`src/rtl/decryption_if.sv`:
```
// rtl/decryption_if.sv - cipher-in / plaintext-out bundle for decryption; byte_cnt exists only with DECRYPT_CNT_EN
interface decryption_if #(
  parameter int N = 8
`ifdef DECRYPT_CNT_EN
  , parameter int CNT_W = 16
`endif
);
  logic [N-1:0]     din;
  logic             vin;
  logic [1:0]       direction;
  logic [4:0]       shift;
  logic             resync;
  logic [N-1:0]     dout;
  logic             v;
`ifdef DECRYPT_CNT_EN
  logic [CNT_W-1:0] byte_cnt;
`endif

  // Upstream side: supplies cipher bytes and sideband, observes plaintext.
  modport master (
    output din, vin, direction, shift, resync,
    input  dout, v
`ifdef DECRYPT_CNT_EN
    , input byte_cnt
`endif
  );

  // Decryption side.
  modport slave (
    input  din, vin, direction, shift, resync,
    output dout, v
`ifdef DECRYPT_CNT_EN
    , output byte_cnt
`endif
  );
endinterface

```
`src/rtl/decryption.sv`:
```
// rtl/decryption.sv - 3-stage cipher-byte decryptor (key XOR, inverse permute, inverse Caesar); DECRYPT_CNT_EN adds byte_cnt
module decryption #(
  parameter int         N  = 8,
  parameter logic [N-1:0] K1 = 8'b0011_1110,
  parameter logic [N-1:0] K2 = 8'b0100_1001,
  parameter logic [N-1:0] K3 = 8'b0111_1110
`ifdef DECRYPT_CNT_EN
  , parameter int       CNT_W = 16
`endif
) (
  input logic         clock,
  input logic         rst,
  decryption_if.slave bus
);

  typedef enum logic [1:0] {
    KEY0 = 2'd0,
    KEY1 = 2'd1,
    KEY2 = 2'd2
  } key_idx_e;

  localparam logic [N:0]   UP_LO = 'h41;
  localparam logic [N:0]   UP_HI = 'h5A;
  localparam logic [N:0]   LO_LO = 'h61;
  localparam logic [N:0]   LO_HI = 'h7A;
  localparam logic [N-1:0] WRAP  = 'd26;

  key_idx_e     idx_q, idx_d;
  logic [N-1:0] key;
  logic [4:0]   sh_mod;

  logic         s1_v_q;
  logic [N-1:0] s1_x_q;
  logic [1:0]   s1_dir_q;
  logic [4:0]   s1_sh_q;
  logic [N-1:0] perm;

  logic         s2_v_q;
  logic [N-1:0] s2_p_q;
  logic [1:0]   s2_dir_q;
  logic [4:0]   s2_sh_q;

  logic [N:0]   p_w, s_w, sum_w, diff_w;
  logic [N-1:0] s_n;
  logic         is_up, is_lo;
  logic [N-1:0] dout_d;

  logic [N-1:0] dout_q;
  logic         v_q;

  // Key index register: only moves on accepted bytes or resync.
  always_ff @(posedge clock or negedge rst) begin
    if (!rst) idx_q <= KEY0;
    else      idx_q <= idx_d;
  end

  // Key selection and next index; a resync byte is forced onto K1 and the next byte uses K2.
  always_comb begin
    idx_d = idx_q;
    key   = K1;
    if (bus.resync) begin
      key   = K1;
      idx_d = bus.vin ? KEY1 : KEY0;
    end else begin
      case (idx_q)
        KEY0:    key = K1;
        KEY1:    key = K2;
        default: key = K3;
      endcase
      if (bus.vin) begin
        case (idx_q)
          KEY0:    idx_d = KEY1;
          KEY1:    idx_d = KEY2;
          default: idx_d = KEY0;
        endcase
      end
    end
  end

  // Reduce shift to 0..25 once, at capture, so later stages never see the raw value.
  always_comb begin
    sh_mod = (bus.shift >= 5'd26) ? bus.shift - 5'd26 : bus.shift;
    perm   = {s1_x_q[3], s1_x_q[4], s1_x_q[6], s1_x_q[2],
              s1_x_q[1], s1_x_q[5], s1_x_q[0], s1_x_q[7]};
  end

  // Inverse Caesar on the permuted byte; compares run in N+1 bits so the bounds are exact.
  always_comb begin
    p_w    = {1'b0, s2_p_q};
    s_n    = {{(N-5){1'b0}}, s2_sh_q};
    s_w    = {1'b0, s_n};
    sum_w  = p_w + s_w;
    diff_w = p_w - s_w;
    is_up  = (p_w >= UP_LO) && (p_w <= UP_HI);
    is_lo  = (p_w >= LO_LO) && (p_w <= LO_HI);
    dout_d = s2_p_q;
    if (is_up || is_lo) begin
      case (s2_dir_q)
        2'b10: begin
          if ((is_up && diff_w < UP_LO) || (is_lo && diff_w < LO_LO))
            dout_d = s2_p_q - s_n + WRAP;
          else
            dout_d = s2_p_q - s_n;
        end
        2'b01: begin
          if ((is_up && sum_w > UP_HI) || (is_lo && sum_w > LO_HI))
            dout_d = s2_p_q + s_n - WRAP;
          else
            dout_d = s2_p_q + s_n;
        end
        default: dout_d = s2_p_q;
      endcase
    end
  end

  // Pipeline: valids advance every cycle, payloads load only with their valid so dout holds.
  always_ff @(posedge clock or negedge rst) begin
    if (!rst) begin
      s1_v_q   <= 1'b0;
      s1_x_q   <= '0;
      s1_dir_q <= 2'b00;
      s1_sh_q  <= 5'd0;
      s2_v_q   <= 1'b0;
      s2_p_q   <= '0;
      s2_dir_q <= 2'b00;
      s2_sh_q  <= 5'd0;
      v_q      <= 1'b0;
      dout_q   <= '0;
    end else begin
      s1_v_q <= bus.vin;
      if (bus.vin) begin
        s1_x_q   <= bus.din ^ key;
        s1_dir_q <= bus.direction;
        s1_sh_q  <= sh_mod;
      end
      s2_v_q <= s1_v_q;
      if (s1_v_q) begin
        s2_p_q   <= perm;
        s2_dir_q <= s1_dir_q;
        s2_sh_q  <= s1_sh_q;
      end
      v_q <= s2_v_q;
      if (s2_v_q) dout_q <= dout_d;
    end
  end

  assign bus.dout = dout_q;
  assign bus.v    = v_q;

`ifdef DECRYPT_CNT_EN
  logic [CNT_W-1:0] cnt_q;

  // Saturating delivered-byte count; advances on the same edge that raises v.
  always_ff @(posedge clock or negedge rst) begin
    if (!rst)                         cnt_q <= '0;
    else if (s2_v_q && (cnt_q != '1)) cnt_q <= cnt_q + 1'b1;
  end

  assign bus.byte_cnt = cnt_q;
`endif

endmodule

```
`src/flat_wrapper.sv`:
```
// flat-port wrapper written by rule: the top's interface ports become plain ports
module decryption_flat 
#(
  parameter int         N  = 8,
  parameter logic [N-1:0] K1 = 8'b0011_1110,
  parameter logic [N-1:0] K2 = 8'b0100_1001,
  parameter logic [N-1:0] K3 = 8'b0111_1110

)
  (clock, rst, bus_din, bus_vin, bus_direction, bus_shift, bus_resync, bus_dout, bus_v);
  decryption_if #(.N(N)) bus_i ();
  input logic clock;
  input logic rst;
  input wire logic [$bits(bus_i.din)-1:0] bus_din;
  input wire logic [$bits(bus_i.vin)-1:0] bus_vin;
  input wire logic [$bits(bus_i.direction)-1:0] bus_direction;
  input wire logic [$bits(bus_i.shift)-1:0] bus_shift;
  input wire logic [$bits(bus_i.resync)-1:0] bus_resync;
  output wire logic [$bits(bus_i.dout)-1:0] bus_dout;
  output wire logic [$bits(bus_i.v)-1:0] bus_v;
  assign bus_i.din = bus_din;
  assign bus_i.vin = bus_vin;
  assign bus_i.direction = bus_direction;
  assign bus_i.shift = bus_shift;
  assign bus_i.resync = bus_resync;
  assign bus_dout = bus_i.dout;
  assign bus_v = bus_i.v;
  decryption #(.N(N), .K1(K1), .K2(K2), .K3(K3)) u_core (.clock(clock), .rst(rst), .bus(bus_i));
endmodule
```
`config.mk`:
```
export PLATFORM = sky130hd
export DESIGN_NAME = decryption_flat
export DESIGN_NICKNAME = d
export VERILOG_FILES = /design/src/rtl/decryption_if.sv /design/src/rtl/decryption.sv /design/src/flat_wrapper.sv
export SDC_FILE = /design/constraint.sdc
export NUM_CORES = 1
export LEC_CHECK = 0
export BUFFER_PORTS_ARGS = -buffer_cell sky130_fd_sc_hd__buf_2
export CELL_PAD_IN_SITES_DETAIL_PLACEMENT = 1
export CELL_PAD_IN_SITES_GLOBAL_PLACEMENT = 1
export CORE_MARGIN = 2
export CORE_UTILIZATION = 35
export CTS_BUF_LIST = sky130_fd_sc_hd__clkbuf_4 sky130_fd_sc_hd__clkbuf_8
export CTS_CLUSTER_SIZE = 8
export DETAILED_ROUTE_END_ITERATION = 7
export PLACE_DENSITY_LB_ADDON = 0.12
export SETUP_SLACK_MARGIN = 0.02
export SYNTH_ARGS = -nofsm -noshare
export SYNTH_HDL_FRONTEND = slang
export SYNTH_SLANG_ARGS = --single-unit
```
`constraint.sdc`:
```
create_clock -name clock -period 3.5 [get_ports clock]
set_clock_uncertainty 0.15 [all_clocks]
set_input_delay 0.7 -clock clock [delete_from_list [all_inputs] [get_ports clock]]
set_output_delay 0.7 -clock clock [all_outputs]
set_load 0.005 [all_outputs]
```
==> impl_summary.md, run 1 <==
Drt
The count of nets left with antenna violations once routing finished came out at 0. The DRC violations left is 0. For this block, the initial DRC count from the detailed router was 51. After detailed routing, the number of vias per cell comes to 5.142. After detailed routing, the average wire length per cell comes to 16.67 um. The pre-antenna-repair detailed-routing pass consisted of 4 iterations. The final layout contains routed wiring with a total length of 7418 um. The via count of the routed design is 2288.

Finish
Summing all multi-input logic gate instances after layout gives 1769 um^2. Once layout is complete, the utilization of the core stands at 41.08%. Cells with a size suffix above 1 make up 26.18% of the layout. The number of antenna diodes in the final layout is 0. Summing all flip-flop and latch instances after layout gives 1076 um^2. The count of nets after finishing is 378. The synthesis-to-finish area growth is 13.46%.

The design area is 3376 um^2. The final-layout fill cell count is 968.

Logic synthesis
The most common cell in the synthesized netlist is dfrtp_1. The flip-flop and latch count after synthesis is 43. The share of flip-flops with an asynchronous set or reset after synthesis is 100.0%. By count the netlist is led by 43 x dfrtp_1, 24 x o21ai_0, 23 x inv_1. The post-synthesis cell type with the largest combined area is dfrtp_1. The top-area cell type share of the netlist area is 36.16%.

The count of flip-flops with a built-in enable after synthesis is 0. The post-synthesis instance area is 2975 um^2. After technology mapping, the gate count stands at 308. Yosys attributes the largest share of cell area to dfrtp_1 36%, ha_1 7.6%, mux2_2 6.1%, xnor2_1 4.4%, o21ai_0 4.0%.

Yosys printed 0 warnings. The top flip-flop cell by instance count after synthesis is dfrtp_1. Of the synthesized area, sequential elements account for 36.16%. The number of nets handed over by synthesis was 347. Dividing the synthesized area by the synthesized cell count gives 9.660 um^2. The number of distinct library cells after synthesis is 69.

Critical path
The data required time of the worst path is 3.52 ns. The signal on the critical path passes through ha_1 > fa_1 > xnor2_2 > inv_1 > ha_1 > nor2b_1 > mux2i_2 > nor4b_2 > a211oi_4 > mux2_4 > a221oi_2 > a211oi_2. Among cell families on the critical path, the largest total delay comes from adder cells. The worst register-to-register path has a depth of 12.

The kind of capture point of the worst setup path is a flip-flop. At the worst endpoint, the arrival time is 3.41 ns. The worst setup path is launched from a flip-flop.

In this run the critical register-to-register path is launched from u_core.s2_sh_q[0]. Setup slack on the worst reg-to-reg path comes out at 0.11 ns. The number of buffers and inverters on the critical path is 1.

In this run the worst path has a maximum fanout of 7. The critical path is of the reg -> reg type. In this run the critical register-to-register path is captured at u_core.bus.dout[2]. The critical-path cell with the highest stage delay is fa_1. The cell seen most often among critical-path stages is ha_1.

The longest individual stage delay on the worst path is 0.44 ns.

Pwr
The overall power after layout is 2.025 mW. For this design the static power due to leakage is 1.432 nW. For this design the ratio of total power to cell area is 599.9 nW/um^2. The worst supply voltage drop on vdd is 164.8 uV.

Clock network
The number of CTS-inserted buffers is 5. The maximum number of buffers from clock root to sink is 2. Clock latency on the worst-skew pair, taken at its later pin, is 0.30 ns.

The master cell of the clock root buffer is clkbuf_8. The number of levels the H-tree was split into is 2. After clock tree synthesis, the clock-pin slew on the worst setup and hold paths is 0.09 ns. TritonCTS built the clock tree. The clock net in this run drives a total of 43 sinks.

GRT
The number of global-route vias before repair is 2373. The total routing usage reported by global routing is 17.44%. The wire length of the first global-routing pass is 12160 um. The residual overflow from global routing is 0.

The maximum number of pins on one net before global-route repair is 44. The initial antenna violation count is 0.

Placement
The number of buffers added on ports is 27. At the end of routability-driven placement, the weighted congestion stood at 0.7985. Prior to clock tree synthesis, the placed netlist has a worst setup slack of 0.07918 ns. The half-perimeter wire length after placement is 5723 um. The total cell area at the placement stage is 3244 um^2.

Floorplan
For this configuration, the core starts out at a cell density of 36.21%. The die outline area is 9254 um^2. The horizontal die dimension is 96.20 um. During I/O placement, the number of pins put on the boundary was 28. The height of the die is 96.20 um. The region available for standard cell placement spans 8217 um^2. The floorplan has 33 rows.

Timing
Setup repair after global routing could not meet its margin everywhere. The worst relative slew slack is 33.18%. The worst hold margin is 0.3393 ns. After layout, the worst path uses 96.93% of the clock period. The hold violation count in the final report is 0. Subtracting the final worst setup slack from the clock period gives 3.393 ns. The final setup violation count is 0. The worst path meets setup with 0.1074 ns of slack. The number of pins exceeding their max-slew limit in the final report was 0. The slew at the pin with the worst max-slew slack is 1.002 ns. For this run, the top clock speed supported by timing is 0.2948 GHz.

Hold path
The worst hold path begins at u_core.s1_dir_q[1]. The worst hold path terminates at u_core.s2_dir_q[1]. The cell count of the worst hold path is 2. The tightest min-delay check is of the reg -> reg type.

Run
The max-capacitance violation count is 0.

Status
The flow ran to the end, and the final reports show no timing, DRC or antenna violations.
[registers in the layout (all words and copies together) (netlist names)]
name / cells
u_core.bus.dout: 8
u_core.bus.v: 1
u_core.idx_q: 2
u_core.s1_dir_q: 2
u_core.s1_sh_q: 5
u_core.s1_v_q: 1
u_core.s1_x_q: 8
u_core.s2_dir_q: 2
u_core.s2_p_q: 8
u_core.s2_sh_q: 5
u_core.s2_v_q: 1
[tightest hold or removal path: stages, from the launching register on]
cell and delay [ns]:
dfrtp_1 0.35, nand2_1 0.05, o21ai_0 0.06
[cell families (layout without fill, tap and decap cells)]
logic type	count (synthesis)	count (layout)	share of synthesized area, %
simple gates	88	88	16.32
compound gates	77	77	19.01
flops	43	43	36.16
buf+inv	37	69	4.962
xor+xnor	22	22	6.729
mux	21	21	7.906
fa+ha+maj	20	20	8.915
[timing repair]
action	4_1_cts	5_1_grt
endpoints found under the setup margin	0	5
setup buffers	0	2
hold buffers	0	0
resized for setup	0	3
[metrics by stage]
step / cells / setup TNS [ns]
2_1_floorplan: 308 / 0
3_3_place_gp: 435 / 0
3_5_place_dp: 435 / 0
4_1_cts: 443 / 0
5_1_grt: 445 / -0.02484
6_report: 445 / 0
[worst max path at each step]
stage                            from            endpoint  slack (ns)  cells past startpoint
floorplan           u_core.s2_sh_q[0]  u_core.bus.dout[2]        0.36                     12
global placement    u_core.s2_sh_q[0]  u_core.bus.dout[2]        0.14                     12
detailed placement  u_core.s2_sh_q[0]  u_core.bus.dout[2]        0.08                     12
CTS                 u_core.s2_sh_q[0]  u_core.bus.dout[2]        0.07                     12
global route        u_core.s2_sh_q[0]  u_core.bus.dout[2]       -0.02                     12
finish              u_core.s2_sh_q[0]  u_core.bus.dout[2]        0.11                     12
[layer usage]
layer,wire length [um],part of all wire (%),vias to the layer above,GRT usage [%]
met5,0,0,-,0
met4,105,1.4,0,5.000
met3,179,2.4,8,3.054
met2,3502,47,27,28.47
met1,3631,49,1114,23.62
li1,-,-,1139,-
[area by class of cell]
type,count,area share (%)
Timing Repair Buffer,37,6.227
Clock inverter,2,0.4818
Clock buffer,6,2.446
Tap cell,105,3.892
Inverter,24,2.669
Multi-Input combinational cell,228,52.41
Sequential cell,43,31.88
[placed cells by master (no fill, tap or decap), types with 4 or more instances in the layout]
cell / Yosys / routed
a21oi_1: 18 / 18
buf_2: 4 / 27
buf_4: 1 / 10
clkbuf_8: 0 / 6
dfrtp_1: 43 / 43
ha_1: 18 / 18
inv_1: 23 / 23
mux2_2: 16 / 16
nand2_1: 20 / 20
nand2b_1: 6 / 6
nor2_1: 22 / 22
nor2b_1: 4 / 4
nor3_1: 5 / 5
o21ai_0: 24 / 24
xnor2_1: 15 / 14
xor2_1: 6 / 6
[power by group]
part	leakage, nW	switching [mW]	internal [mW]	total (mW)
clock network	0.0474	0.189	0.161	0.350
logic	0.878	0.599	0.436	1.03
registers	0.507	0.0652	0.575	0.640
Note: power is estimated with default switching activity, not from simulation.
==> run 2, diff against run 1 <==
--- a/config.mk
+++ b/config.mk
@@ -13,8 +13,10 @@
 export CTS_BUF_LIST = sky130_fd_sc_hd__clkbuf_4 sky130_fd_sc_hd__clkbuf_8
 export CTS_CLUSTER_SIZE = 8
 export DETAILED_ROUTE_END_ITERATION = 7
+export HOLD_SLACK_MARGIN = 0.02
 export PLACE_DENSITY_LB_ADDON = 0.12
 export SETUP_SLACK_MARGIN = 0.02
+export SLEW_MARGIN = 20
 export SYNTH_ARGS = -nofsm -noshare
 export SYNTH_HDL_FRONTEND = slang
 export SYNTH_SLANG_ARGS = --single-unit
==> constraint.sdc (replaced) <==
create_clock -name clock -period 4.4 [get_ports clock]
set_clock_uncertainty 0.15 [all_clocks]
set_input_delay 0.88 -clock clock [delete_from_list [all_inputs] [get_ports clock]]
set_output_delay 0.88 -clock clock [all_outputs]
set_load 0.005 [all_outputs]
==> run 2 against run 1 <==
  * Non-clock buffer count fell by 10
  * Final cell count decreased by 2.2%
  * Count of clock-buffer cells in the layout is the same
  * Critical path type unchanged
  * Highest routed layer unchanged
==> impl_summary.md, run 2 (same netlist as run 1, synthesis figures left out) <==
GRT
The number of global-route vias before repair was 2411 (was 2373). The total routing usage reported by global routing came to 18.00% (was 17.44%). The wire length of the first global-routing pass was 12680 um (was 12160 um). The residual overflow from global routing is 0 (unchanged).

The initial antenna violation count was 0 (unchanged). The maximum number of pins on one net before global-route repair came to 44 (unchanged).

Timing
The time the worst path needs with I/O delays and setup is 3.482 ns (was 3.393 ns). The worst hold margin was 0.3419 ns (was 0.3393 ns). The least setup slack across all paths after layout is 0.9181 ns (was 0.1074 ns).

The worst relative slew slack is 44.93% (was 33.18%). The hold violation count in the final report is 0 (unchanged). The maximum operating frequency was 0.2872 GHz (was 0.2948 GHz). The number of pins exceeding their max-slew limit in the final report is 0 (unchanged). The accumulated negative setup slack is 0 ns (unchanged). Setup repair after global routing missed its margin: false (was true). The final setup violation count is 0 (unchanged). The slew at the pin with the worst max-slew slack is 0.8242 ns (was 1.002 ns).

The final period utilization is 79.13% (was 96.93%).

Critical path
The kind of start point of the critical path is a flip-flop (unchanged). The biggest fanout along the worst timing path is 7 (unchanged). The signal arrival time at the worst endpoint is 3.50 ns (was 3.41 ns). The longest individual stage delay on the worst path is 0.43 ns (was 0.44 ns). The critical-path cell with the highest stage delay is dfrtp_1 (was fa_1). Crit path cell chain: ha_1 > fa_1 > xnor2_1 > inv_1 > ha_1 > nor2b_1 > mux2i_1 > nor4b_2 > a211oi_4 > mux2_4 > a221oi_2 > a211oi_2 (was ha_1 > fa_1 > xnor2_2 > inv_1 > ha_1 > nor2b_1 > mux2i_2 > nor4b_2 > a211oi_4 > mux2_4 > a221oi_2 > a211oi_2).

The kind of critical path was reg -> reg (unchanged). The kind of capture point of the worst setup path is a flip-flop (unchanged). The data required time of the worst path is 4.42 ns (was 3.52 ns). The cell seen most often among critical-path stages was ha_1 (unchanged).

Drt
The routed via count divided by cell count is 5.269 (was 5.142). The count of routing violations after the opening detailed-route iteration is 86 (was 51). The via count of the routed design is 2292 (was 2288). The routed wirelength normalized by instance count came to 16.82 um (was 16.67 um). The DRC violations left is 0 (unchanged).

The first-pass iteration count of the detailed router was 4 (unchanged). The number of nets with antenna violations after routing was 0 (unchanged). The total detailed-routing wirelength is 7317 um (was 7418 um).

Finish
The final cell count without fillers is 435 (was 445). The multi-input gate area in the final layout is 1752 um^2 (was 1769 um^2). The most frequent standard cell in the layout excluding fill and tap cells was dfrtp_1 (unchanged). Commonest cells after routing, fill and taps aside: 43 x dfrtp_1, 26 x buf_2, 24 x o21ai_0 (was 43 x dfrtp_1, 27 x buf_2, 24 x o21ai_0). The share of post-route cells with drive strength above 1 is 23.33% (was 26.18%). The footprint of the flip-flops and latches came to 1076 um^2 (unchanged). The count of nets after finishing is 368 (was 378). The synthesis-to-finish area growth is 11.19% (was 13.46%). The number of diodes is 0 (unchanged).

The final-layout fill cell count is 966 (was 968).

Clock network
The clock transition at the registers of the reported paths was 0.09 ns (about the same). The sink count of the clock tree came to 43 (unchanged). The maximum number of buffers from clock root to sink is 2 (unchanged). The count of hold-fix buffers inserted at cts was 0 (unchanged). The number of levels the H-tree was split into is 2 (unchanged). The count of buffers added by post-CTS timing repair for setup is 0 (unchanged). The number of CTS-inserted buffers is 5 (unchanged).

The post-cts gate resize count is 0 (unchanged). The worst-skew pair later-pin latency is 0.30 ns (about the same). The master cell of the clock root buffer is clkbuf_8 (unchanged). The TritonCTS clock tree is yes (unchanged).

Floorplan
The horizontal die dimension came to 96.20 um (unchanged). The die outline area came to 9254 um^2 (unchanged). The starting density of the core was 36.21% (unchanged).

The height of the die is 96.20 um (unchanged). The core box area is 8217 um^2 (unchanged). The standard-cell row count is 33 (unchanged). The number of I/O pins is 28 (unchanged).

Placement
The number of buffers added on ports is 27 (unchanged). The number of placed instances, taps included came to 427 (was 435). The setup slack at placement is 0.9272 ns (was 0.07918 ns). The half-perimeter wire length after placement was 5591 um (was 5723 um). The final RePlAce weighted congestion is 0.8422 (was 0.7985).

Hold path
The class of the worst hold path was reg -> reg (unchanged).

Pwr
The worst supply voltage drop on vdd is 140.4 uV (was 164.8 uV). The power density over the cells came to 485.8 nW/um^2 (was 599.9 nW/um^2). The standby leakage power is 1.391 nW (was 1.432 nW).

Run
The max-capacitance violation count is 0 (unchanged).

Status
Result of the run: finished, final reports clean (unchanged).
==> run 2: per-layer routing <==
layer | vias to the layer above | share of wire, % | global-route usage, %
met5 | - | 0 | 0
met4 | 0 | 1.4 | 5.000
met3 | 6 | 2.6 | 3.211
met2 | 27 | 46 | 28.82
met1 | 1137 | 50 | 24.87
li1 | 1122 | - | -
==> run 2: worst max-delay path: cells and delay by family, from the launching register on <==
family | cells | cell delay (ns)
AOI/OAI and AO/OA | 3 | 0.40
xor gates and xnor gates | 1 | 0.31
adders and majority gates | 3 | 0.94
buffers and inverters | 1 | 0.13
DFF | 1 | 0.43
muxes | 2 | 0.46
and+or+nand+nor | 2 | 0.51
==> run 2: cell type report <==
| type | instances | share of cell area (%) |
|---|---|---|
| Multi-Input combinational cell | 228 | 52.95 |
| Sequential cell | 43 | 32.53 |
| Timing Repair Buffer | 27 | 4.160 |
| Tap cell | 105 | 3.971 |
| Inverter | 24 | 2.723 |
| Clock buffer | 6 | 2.496 |
| Clock inverter | 2 | 1.172 |
==> run 2: worst paths after layout <==
path,start,endpoint,slack (ns),depth (start not counted)
hold reg to reg,u_core.s1_dir_q[1],u_core.s2_dir_q[1],0.34,2
setup reg to reg,u_core.s2_sh_q[0],u_core.bus.dout[2],0.92,12
max in group asynchronous,rst,u_core.bus.dout[2],3.29,1
min in group asynchronous,rst,u_core.s2_sh_q[1],0.41,1
setup / recovery,u_core.s2_sh_q[0],u_core.bus.dout[2],0.92,12
hold / removal,u_core.s1_dir_q[1],u_core.s2_dir_q[1],0.34,2
==> run 2: stage by stage <==
stage | power, mW | utilization, % | cell area [um^2]
after floorplan | 1.079 | - | 2975
after global placement | 1.272 | 38.75 | 3184
after detailed placement | 1.279 | 38.75 | 3184
after CTS | 1.626 | 40.23 | 3306
after global routing | 1.743 | 40.26 | 3308
final | 1.607 | 40.26 | 3308
==> run 2: report_power, final <==
group	internal, mW	switching [mW]
clock network	0.187	0.152
registers	0.457	0.0765
logic	0.304	0.431
total	0.947	0.660
==> run 3, diff against run 2 <==
--- a/config.mk
+++ b/config.mk
@@ -5,6 +5,7 @@
 export SDC_FILE = /design/constraint.sdc
 export NUM_CORES = 1
 export LEC_CHECK = 0
+export ABC_AREA = 1
 export BUFFER_PORTS_ARGS = -buffer_cell sky130_fd_sc_hd__buf_2
 export CELL_PAD_IN_SITES_DETAIL_PLACEMENT = 1
 export CELL_PAD_IN_SITES_GLOBAL_PLACEMENT = 1
==> constraint.sdc (replaced) <==
create_clock -name clock -period 3.55 [get_ports clock]
set_clock_uncertainty 0.15 [all_clocks]
set_input_delay 0.71 -clock clock [delete_from_list [all_inputs] [get_ports clock]]
set_output_delay 0.71 -clock clock [all_outputs]
set_load 0.005 [all_outputs]
==> run 3 against run 2 <==
  * Combinational power increased by 18%
  * Critical path type unchanged
  * Count of clock-buffer cells in the layout is the same
  * Utilization shrank 1.1 points
  * First-iteration DRC count down 17%
  * Global-route usage increased by 0.79 points
  * Routed wire length grew 20%
==> impl_summary.md, run 3 <==
Logic synthesis
The mean instance size in the synthesized netlist was 7.146 um^2 (was 9.660 um^2). The flip-flop and latch count after synthesis is 43 (unchanged). The top flip-flop cell by instance count after synthesis is dfrtp_1 (unchanged).

The area fraction in and, or, nand and nor cells after synthesis is 36.68% (was 16.32%). The synthesized netlist net count came to 493 (was 347). Ranking of synthesized cells by instance count: 144 x nand2_1, 48 x inv_1, 46 x nand3_1 (was 43 x dfrtp_1, 24 x o21ai_0, 23 x inv_1). The share of the yosys chip area belonging to registers came to 33.17% (was 36.16%).

The most frequently used cell type in the post-synthesis netlist is nand2_1 (was dfrtp_1). The area share of fa/ha/maj cells after synthesis is 8.176% (was 8.915%). The xor and xnor area share after synthesis came to 4.049% (was 6.728%).

The total of warnings raised by yosys is 0 (unchanged). The main combinational cell family by area after synthesis is simple AND/OR/NAND/NOR gates (was compound AO/OA/AOI/OAI gates). The post-synthesis cell type with the largest combined area is dfrtp_1 (unchanged). The number of distinct library cells after synthesis was 38 (was 69). The post-synthesis mux area share is 0.3471% (was 7.906%). The fraction of the mapped netlist area in compound gates came to 8.870% (was 19.01%). The top-area cell type share of the netlist area was 33.17% (was 36.16%). The instance count of the mapped netlist is 454 (was 308).

The count of flip-flops with a built-in enable after synthesis was 0 (unchanged). The post-synthesis instance area came to 3244 um^2 (was 2975 um^2). Largest cells by area after synthesis: dfrtp_1 33%, nand2_1 17%, nand3_1 7.1%, ha_1 6.9%, inv_1 5.6% (was dfrtp_1 36%, ha_1 7.6%, mux2_2 6.1%, xnor2_1 4.4%, o21ai_0 4.0%).

The share of flip-flops with an asynchronous set or reset after synthesis is 100.0% (unchanged).

Timing
The worst relative slew slack is 35.66% (was 44.93%). The final setup violation count is 0 (unchanged). The hold violation count in the final report is 0 (unchanged).

The number of pins exceeding their max-slew limit in the final report is 0 (unchanged). The final period utilization came to 83.32% (was 79.13%). The time the worst path needs with I/O delays and setup is 2.958 ns (was 3.482 ns). Setup repair after global routing missed its margin: false (unchanged). The accumulated negative setup slack came to 0 ns (unchanged). The maximum operating frequency was 0.3381 GHz (was 0.2872 GHz). The slew at the pin with the worst max-slew slack is 0.9651 ns (was 0.8242 ns).

Finish
The final cell count without fillers came to 587 (was 435). The design area is 3571 um^2 (was 3308 um^2). The final-layout fill cell count is 1172 (was 966). Commonest cells after routing, fill and taps aside: 144 x nand2_1, 48 x inv_1, 46 x nand3_1 (was 43 x dfrtp_1, 26 x buf_2, 24 x o21ai_0). The synthesis-to-finish area growth is 10.07% (was 11.19%). The share of post-route cells with drive strength above 1 came to 15.13% (was 23.33%).

The count of nets after finishing is 514 (was 368). The most frequent standard cell in the layout excluding fill and tap cells was nand2_1 (was dfrtp_1). The number of diodes is 0 (unchanged).

Critical path
The signal arrival time at the worst endpoint is 3.00 ns (was 3.50 ns). The kind of capture point of the worst setup path was a flip-flop (unchanged). The biggest fanout along the worst timing path is 8 (was 7). The beginning of the worst register-to-register path was u_core.s2_sh_q[0] (unchanged). The kind of critical path is reg -> reg (unchanged). The register-to-register path setup slack is 0.59 ns (was 0.92 ns). The logic depth of the worst register-to-register path came to 16 (was 12).

The kind of start point of the critical path was a flip-flop (unchanged). The capture point of the critical path is u_core.bus.dout[3] (was u_core.bus.dout[2]). The endpoint of the worst-slack reg-to-reg timing path was u_core.bus.dout[3] (was u_core.bus.dout[2]). The beginning of the critical path is u_core.s2_sh_q[0] (unchanged). The data required time of the worst path is 3.60 ns (was 4.42 ns).

Placement
The total cell area at the placement stage was 3450 um^2 (was 3184 um^2). The number of buffers added on ports is 27 (unchanged). The number of placed instances, taps included is 579 (was 427). The half-perimeter wire length after placement is 7065 um (was 5591 um).

The final RePlAce weighted congestion is 0.8827 (was 0.8422).

Clock network
The master cell of the clock root buffer is clkbuf_8 (unchanged). The clock transition at the registers of the reported paths is 0.09 ns (about the same). The sink count of the clock tree is 43 (unchanged).

The TritonCTS clock tree is yes (unchanged). The post-cts gate resize count is 0 (unchanged). The number of levels the H-tree was split into was 2 (unchanged). The worst-skew pair later-pin latency is 0.30 ns (about the same). The maximum number of buffers from clock root to sink is 2 (unchanged). The count of buffers added by post-CTS timing repair for setup was 0 (unchanged). The count of hold-fix buffers inserted at cts is 0 (unchanged). The number of CTS-inserted buffers is 5 (unchanged).

Floorplan
The die outline area was 10060 um^2 (was 9254 um^2). The horizontal die dimension is 100.3 um (was 96.20 um). The core box area is 9109 um^2 (was 8217 um^2). The starting density of the core is 35.62% (was 36.21%). The height of the die came to 100.3 um (was 96.20 um). The number of I/O pins is 28 (unchanged). The standard-cell row count is 35 (was 33).

Run
The max-capacitance violation count was 0 (unchanged).

Drt
The via count of the routed design is 2921 (was 2292). The routed via count divided by cell count came to 4.976 (was 5.269). The DRC violations left is 0 (unchanged). The first-pass iteration count of the detailed router came to 4 (unchanged). The count of routing violations after the opening detailed-route iteration was 71 (was 86). The total detailed-routing wirelength is 8760 um (was 7317 um). The number of nets with antenna violations after routing is 0 (unchanged). The routed wirelength normalized by instance count is 14.92 um (was 16.82 um).

Pwr
The worst supply voltage drop on vdd is 211.6 uV (was 140.4 uV). The overall power after layout is 1.898 mW (was 1.607 mW). The power density over the cells is 531.5 nW/um^2 (was 485.8 nW/um^2). The standby leakage power is 1.870 nW (was 1.391 nW).

Hold path
The class of the worst hold path is reg -> reg (unchanged).

Status
Result of the run: finished, final reports clean (unchanged).

GRT
The residual overflow from global routing is 0 (unchanged). The wire length of the first global-routing pass came to 14860 um (was 12680 um). The maximum number of pins on one net before global-route repair is 44 (unchanged). The total routing usage reported by global routing is 18.79% (was 18.00%). The initial antenna violation count is 0 (unchanged). The number of global-route vias before repair is 3003 (was 2411).
## run 3: cell count changes in the layout (fill, tap and decap cells not counted), sizes merged, moves of 5 or more
cell and delta:
a21oi -5, nand2b -6, xor2 +5, xnor2 -12, inv +30, nor2 +5
mux2 -16, nand3 +45, o21ai +8, nand2 +138, nand4 +5
## run 3: worst min path at each step
stage	startpoint	end	slack (ns)	depth (start not counted)
floorplan	u_core.s1_v_q	u_core.s2_v_q	0.22	0
finish	u_core.s1_dir_q[0]	u_core.s1_dir_q[0]	0.34	2
global placement	u_core.s2_v_q	u_core.bus.v	0.30	0
detailed placement	u_core.bus.dout[7]	u_core.bus.dout[7]	0.31	2
global route	u_core.bus.dout[7]	u_core.bus.dout[7]	0.36	2
CTS	u_core.bus.dout[7]	u_core.bus.dout[7]	0.33	2
## run 3: worst max-delay path, stage by stage (launching register included)
cell and delay, ns:
dfrtp_1 0.42, ha_1 0.24, fa_1 0.43, xor2_1 0.24
ha_1 0.26, inv_1 0.05, nand3_1 0.13, nor2_4 0.16
nand2_1 0.08, nand2_1 0.11, nand3_4 0.13, nand2_4 0.12
nand2_1 0.06, nand3_1 0.08, nand2_1 0.07, nand2_1 0.06
nand2_1 0.05
## run 3: area by class of cell
type	instances	area (um^2)	share of cell area (%)
Sequential cell	43	1076	30.13
Timing Repair Buffer	27	135.1	3.784
Clock buffer	6	82.58	2.313
Multi-Input combinational cell	342	1886	52.80
Clock inverter	2	38.79	1.086
Inverter	56	214.0	5.992
Tap cell	111	138.9	3.889
## run 3: stage by stage
stage	worst slack, ns	hold WS [ns]	util (%)
after global routing	0.3089	0.3552	39.20
after floorplan	0.9599	0.2204	-
after CTS	0.5766	0.3343	39.20
final	0.5923	0.3362	39.20
after global placement	0.6713	0.3039	37.87
after detailed placement	0.5944	0.3108	37.87
## run 3: layer usage
| layer | track usage (%) | share of wire (%) | wire (um) |
|---|---|---|---|
| met1 | 24.58 | 48 | 4237 |
| met2 | 33.45 | 49 | 4301 |
| met3 | 1.880 | 1.6 | 136 |
| met4 | 4.320 | 0.97 | 85 |
| met5 | 0 | 0 | 0 |
## run 3: report_power, final
group	internal [mW]	leakage, nW	switching (mW)	total, mW
sequential	0.557	0.533	0.0641	0.621
clock	0.232	0.0618	0.179	0.411
combinational	0.302	1.28	0.565	0.866
## run 3: cell families after synthesis
family / count (synthesis)
and+or+nand+nor: 252
xor gates and xnor gates: 15
adders and majority gates: 20
DFF: 43
AOI/OAI and AO/OA: 54
buffers and inverters: 69
muxes: 1
